**src/rtl/sample_seq_pkg.sv**
```systemverilog
// Shared types and helpers for the FFT sample index sequencers.
// Latency: n/a (types, constants and a pure function only).
// Backpressure: n/a.
package sample_seq_pkg;

    localparam int DEFAULT_MAX_LOG2 = 5;

    typedef enum logic [1:0] {
        IDLE  = 2'd0,
        RUN   = 2'd1,
        DONE  = 2'd2,
        ABORT = 2'd3
    } state_e;

    // A zero or oversized frame length request falls back to the largest frame.
    function automatic int clamp_len(input int len_log2, input int max_log2);
        if (len_log2 == 0 || len_log2 > max_log2) begin
            return max_log2;
        end
        return len_log2;
    endfunction

endpackage

```
**src/rtl/idx_bit_reverse.sv**
```systemverilog
// Reverses the low len_log2 bits of an index; bits above len_log2 read as 0.
// Latency: purely combinational.
// Backpressure: none; len_log2 must not exceed IDX_W (callers clamp it).
module idx_bit_reverse #(
    parameter int IDX_W = 5,
    parameter int LEN_W = $clog2(IDX_W + 1)
) (
    input  logic [IDX_W-1:0] value,
    input  logic [LEN_W-1:0] len_log2,
    output logic [IDX_W-1:0] result
);

    logic [IDX_W-1:0] masked;
    logic [IDX_W-1:0] rev_full;
    logic [LEN_W-1:0] shamt;

    // Mirror the whole word, then shift down so only the low len_log2 bits survive.
    always_comb begin
        masked   = value & ~({IDX_W{1'b1}} << len_log2);
        rev_full = '0;
        for (int i = 0; i < IDX_W; i++) begin
            rev_full[i] = masked[IDX_W-1-i];
        end
        shamt  = LEN_W'(IDX_W) - len_log2;
        result = rev_full >> shamt;
    end

endmodule

```
**src/rtl/sample_out_sequencer.sv**
```systemverilog
// Emits the read index for each FFT result frame, natural or bit-reversed order.
// Latency: first index one cycle after accepted start; done/aborted one cycle after frame end.
// Backpressure: index and last hold while out_valid & !out_ready; abort ends a frame regardless.
module sample_out_sequencer
    import sample_seq_pkg::*;
#(
    parameter  int MAX_LOG2 = DEFAULT_MAX_LOG2,
    parameter  int IDX_W    = MAX_LOG2,
    parameter  int CNT_W    = MAX_LOG2 + 1,
    localparam int LEN_W    = $clog2(MAX_LOG2 + 1)
) (
    input  logic             clk,
    input  logic             reset,
    input  logic             start,
    input  logic [LEN_W-1:0] len_log2,
    input  logic             bitrev_en,
    input  logic             abort,
    input  logic             out_ready,
    output logic             out_valid,
    output logic [IDX_W-1:0] out_index,
    output logic             out_last,
    output logic             busy,
    output logic             done,
    output logic             aborted,
    output logic [CNT_W-1:0] samples_out_count
);

    state_e           state_q, state_d;
    logic [IDX_W-1:0] cnt_q, cnt_d;
    logic [LEN_W-1:0] len_q, len_d;
    logic             bitrev_q, bitrev_d;
    logic [CNT_W-1:0] count_q, count_d;

    logic [IDX_W-1:0] len_mask;
    logic [IDX_W-1:0] rev_idx;
    logic             is_run;
    logic             is_last;
    logic             hs;

    idx_bit_reverse #(
        .IDX_W (IDX_W),
        .LEN_W (LEN_W)
    ) u_rev (
        .value    (cnt_q),
        .len_log2 (len_q),
        .result   (rev_idx)
    );

    // Decode frame position and the handshake from registered state only.
    always_comb begin
        is_run   = (state_q == RUN);
        len_mask = ~({IDX_W{1'b1}} << len_q);
        is_last  = (cnt_q == len_mask);
        hs       = is_run & out_ready;
    end

    // Next-state logic: abort outranks the last beat, and a beat taken alongside abort still counts.
    always_comb begin
        state_d  = state_q;
        cnt_d    = cnt_q;
        len_d    = len_q;
        bitrev_d = bitrev_q;
        count_d  = count_q;
        unique case (state_q)
            IDLE: begin
                if (start) begin
                    len_d    = LEN_W'(clamp_len(int'(len_log2), MAX_LOG2));
                    bitrev_d = bitrev_en;
                    cnt_d    = '0;
                    count_d  = '0;
                    state_d  = RUN;
                end
            end
            RUN: begin
                if (hs) begin
                    cnt_d   = cnt_q + IDX_W'(1);
                    count_d = count_q + CNT_W'(1);
                end
                if (abort) begin
                    state_d = ABORT;
                end else if (hs && is_last) begin
                    state_d = DONE;
                end
            end
            DONE:    state_d = IDLE;
            ABORT:   state_d = IDLE;
            default: state_d = IDLE;
        endcase
    end

    // State and frame registers; reset drops straight to IDLE with no completion pulse.
    always_ff @(posedge clk or posedge reset) begin
        if (reset) begin
            state_q  <= IDLE;
            cnt_q    <= '0;
            len_q    <= '0;
            bitrev_q <= 1'b0;
            count_q  <= '0;
        end else begin
            state_q  <= state_d;
            cnt_q    <= cnt_d;
            len_q    <= len_d;
            bitrev_q <= bitrev_d;
            count_q  <= count_d;
        end
    end

    // Outputs are pure decodes of registers, so no input reaches an output in the same cycle.
    always_comb begin
        out_valid         = is_run;
        busy              = is_run;
        done              = (state_q == DONE);
        aborted           = (state_q == ABORT);
        out_last          = is_run & is_last;
        out_index         = is_run ? (bitrev_q ? rev_idx : cnt_q) : '0;
        samples_out_count = count_q;
    end

endmodule

```
**config.mk**
```make
export PLATFORM = sky130hd
export DESIGN_NAME = sample_out_sequencer
export DESIGN_NICKNAME = d
export VERILOG_FILES = /design/src/rtl/sample_seq_pkg.sv /design/src/rtl/idx_bit_reverse.sv /design/src/rtl/sample_out_sequencer.sv
export SDC_FILE = /design/constraint.sdc
export NUM_CORES = 1
export LEC_CHECK = 0
export CELL_PAD_IN_SITES_DETAIL_PLACEMENT = 1
export CELL_PAD_IN_SITES_GLOBAL_PLACEMENT = 2
export CORE_MARGIN = 2
export CORE_UTILIZATION = 26
export CTS_CLUSTER_DIAMETER = 200
export DETAILED_ROUTE_END_ITERATION = 8
export PLACE_DENSITY = 0.81
export RECOVER_POWER = 25
export SYNTH_ARGS = -nofsm -noshare
export SYNTH_HDL_FRONTEND = slang
export SYNTH_SLANG_ARGS = --single-unit
```
**constraint.sdc**
```tcl
create_clock -name clk -period 1.9 [get_ports clk]
set_clock_uncertainty 0.15 [all_clocks]
set_input_delay 0.285 -clock clk [delete_from_list [all_inputs] [get_ports clk]]
set_output_delay 0.285 -clock clk [all_outputs]
set_load 0.01 [all_outputs]
```
==> flow_metrics.py <==
metrics = {
    "timing": {
        "final-setup-viol-count": 8,
        "hold_slack_ns": 0.4237,
        "rsz0062_at_grt": "true",
        "final-hold-violation-count": 0,
        "tightest_slew_ns": 0.9759,
        "finalSetupTns_ns": -2.476,
        "relSlewSlack_pct": 34.94,
        "maxSlewViolCount": 0,
        "fin_crit_sh_pct": 122.8,
        "fmax_mhz": 428.7,
        "finalCriticalPeriod_ns": 2.333,
        "fin_ws_ns": -0.4328,
    },
    "logic_synthesis": {
        "ys_warn_count": 0,
        "ys_types": 32,
        "synth_top_area_share_pct": 38.29,
        "syn-num-nets": 147,
        "syn_inst": 130,
        "ys.flop_type": "dfrtp_1",
        "synthTopCellsByArea": "dfrtp_1 38%, ha_1 9.0%, o21ai_0 5.9%",
        "post-synth-top-count-cell": "dfrtp_1",
        "ys_ff_latch": 17,
        "synth_common_cells": "17 x dfrtp_1, 13 x nand2_1, 13 x nor2_1, 13 x o21ai_0, 11 x nand3_1",
        "syn_area_um2": 1111,
        "postSynth.asyncResetShare_pct": 100.0,
        "seq_area_frac_synth_pct": 38.29,
        "synth_top_area_cell": "dfrtp_1",
        "syn_avg_cell_area_um2": 8.547,
        "synth_edf_count": 0,
    },
    "critical_path": {
        "worstPathMaxFanout": 3,
        "critical_path.top_delay_family": "flip-flops",
        "worstRegToRegCells": 14,
        "critPathLaunchType": "flip-flop",
        "path_cells": "buf_6 > nand2_2 > nand2_2 > ha_4 > mux2_4 > a22o_1 > nand3_2 > a21oi_2 > buf_2",
        "end_kind": "primary output",
        "cp_data_arrival_time_ns": 1.90,
        "criticalPathCategory": "flip-flop to primary output",
        "cp.depth": 9,
        "cpMaxStageDelayCell": "dfrtp_2",
        "crit_buf_inv": 2,
        "crit_required_ns": 1.46,
        "slowest_delay_ns": 0.45,
        "critPathMostFrequentCell": "nand2_2",
    },
    "layout": {
        "layout-drive-gt1-share_pct": 40.74,
        "antenna-diode-count": 0,
        "utilization_pct": 47.30,
        "fin_cells": 239,
        "fin_area_um2": 1919,
        "nets": 207,
        "syn_to_final_growth_pct": 72.75,
    },
    "place": {
        "postPlaceCellArea_um2": 1604,
        "place.gp.congestion": 0.8227,
        "io_buffers": 24,
        "dp_hpwl_mm": 2.792,
        "dpl.cell_count": 224,
    },
    "global_routing": {
        "grt_max_degree": 18,
        "grt_pass1_wl_mm": 6.548,
        "grt_overflow": 0,
        "grt_use_total_pct": 16.69,
        "grt_pass1_vias": 1348,
        "antenna_found_initial": 0,
    },
    "die": {
        "die-area_um2": 4812,
        "rows": 23,
        "coreArea_um2": 4058,
        "die_x_um": 69.37,
        "start_util_pct": 27.38,
        "die_h_um": 69.37,
        "boundaryPins": 25,
    },
    "drt": {
        "drcViolationCount": 0,
        "drt_first_iter_violations": 16,
        "highest_layer": "met4",
        "via_per_inst": 5.029,
        "routed_wl_mm": 4.067,
        "num_vias": 1202,
        "wl_met2_mm": 2.217,
        "ant_nets": 0,
        "wl_met3_um": 170,
        "avgRoutedWirePerCell_um": 17.02,
        "first_pass_iters": 4,
        "wl_met1_mm": 1.655,
    },
    "clock_network": {
        "clk_path_buf_depth": 2,
        "cts_buffers": 3,
        "clock_sinks": 17,
        "cts-hold-fix-buffers": 0,
        "tritoncts": "done",
        "h-tree-depth": 1,
        "clk_latency_ns": 0.25,
        "cts_root_buffer": "clkbuf_8",
        "path_clk_slew_ns": 0.07,
    },
    "run_status": {
        "violations": "negative setup slack",
        "outcome": "finished with violations",
    },
    "power_and_ir_drop": {
        "p_per_area_nw_per_um2": 1560,
        "vdd_ir_drop_max_v": 0.0004859,
        "p_leak_nw": 0.8646,
    },
    "min_path": {
        "hold_depth": 2,
        "hold_path.class": "flip-flop to flip-flop",
    },
    "job": {
        "maxCapViolCount": 0,
    },
}
## timing repair
| action | CTS | global route |
|---|---|---|
| buffers inserted | 10 | 1 |
| pin swaps | 16 | 7 |
| resized for setup | 54 | 23 |
| setup endpoints to repair | 10 | 11 |
## registers in the layout, summed over array words and instances (netlist names)
signal and flops:
samples_out_count 6, len_q 3, bitrev_q 1, cnt_q 5, state_q 2
## kinds of logic after synthesis
group / share of synthesized area, %
AOI/OAI and AO/OA: 12.73
xor gates and xnor gates: 5.518
adders and majority gates: 9.009
buffers and inverters: 5.405
DFF: 38.29
muxes: 4.730
and+or+nand+nor: 24.33
## final cells by class
cell class                 instances  area, um^2
clock inverter                     1       5.005
fill                             458        2138
multi-input combinational        100       809.5
sequential                        17       426.7
timing repair buffer              61       545.5
inverter                           7       28.78
clock buffer                       3       41.29
tap                               50       62.56
## worst paths after layout
kind                                            from              endpoint  slack, ns
worst min register to register  samples_out_count[5]  samples_out_count[5]       0.42
worst min-delay path            samples_out_count[5]  samples_out_count[5]       0.42
worst max register to register              len_q[1]            state_q[0]      -0.26
max in group asynchronous                      reset              len_q[1]       0.32
min in group asynchronous                      reset  samples_out_count[5]       0.62
worst max-delay path                        len_q[1]          out_index[2]      -0.43
## per-stage QoR
stage | power (mW) | worst slack, ns
after floorplan | 1.320 | -0.03633
after global placement | 1.934 | -0.5816
after CTS | 2.720 | -0.4050
after global routing | 3.227 | -0.5197
after detailed placement | 2.007 | -0.6616
final | 2.995 | -0.4328
## placed cells by master (no fill, tap or decap), drive strengths merged, types with 2 or more instances in the layout
cell type	netlist	routed
o21ai	13	13
nand2	13	13
nor2	13	13
nand4	2	2
mux2	2	2
clkbuf	1	4
clkdlybuf4s50	0	13
inv	7	7
xor2	3	3
buf	5	42
nor2b	2	2
nand2b	2	2
a21oi	7	7
xnor2	4	4
nor3	4	4
dfrtp	17	17
ha	8	8
nand3	11	11
mux2i	3	3
dlygate4sd2	0	2
## power breakdown
group	internal (mW)	switching (mW)
clock network	0.145	0.129
logic	1.13	0.994
registers	0.472	0.128
total	1.74	1.25
## per-layer routing
layer / vias up / global-route usage, %
met2: 32 / 31.52
met1: 595 / 19.91
li1: 573 / -
met5: - / 0
met4: 0 / 3.486
met3: 2 / 2.326
## worst register-to-register path: stages, from the launching register on
cell      delay [ns]
dfrtp_2         0.45
nor2_4          0.12
buf_6           0.11
buf_6           0.09
nor2_4          0.03
ha_4            0.23
nor3_4          0.14
buf_4           0.14
buf_6           0.08
buf_6           0.08
buf_6           0.08
buf_6           0.09
nand3_4         0.08
o21ai_2         0.11
nand2b_1        0.06
(Power assumes the default switching activity.)
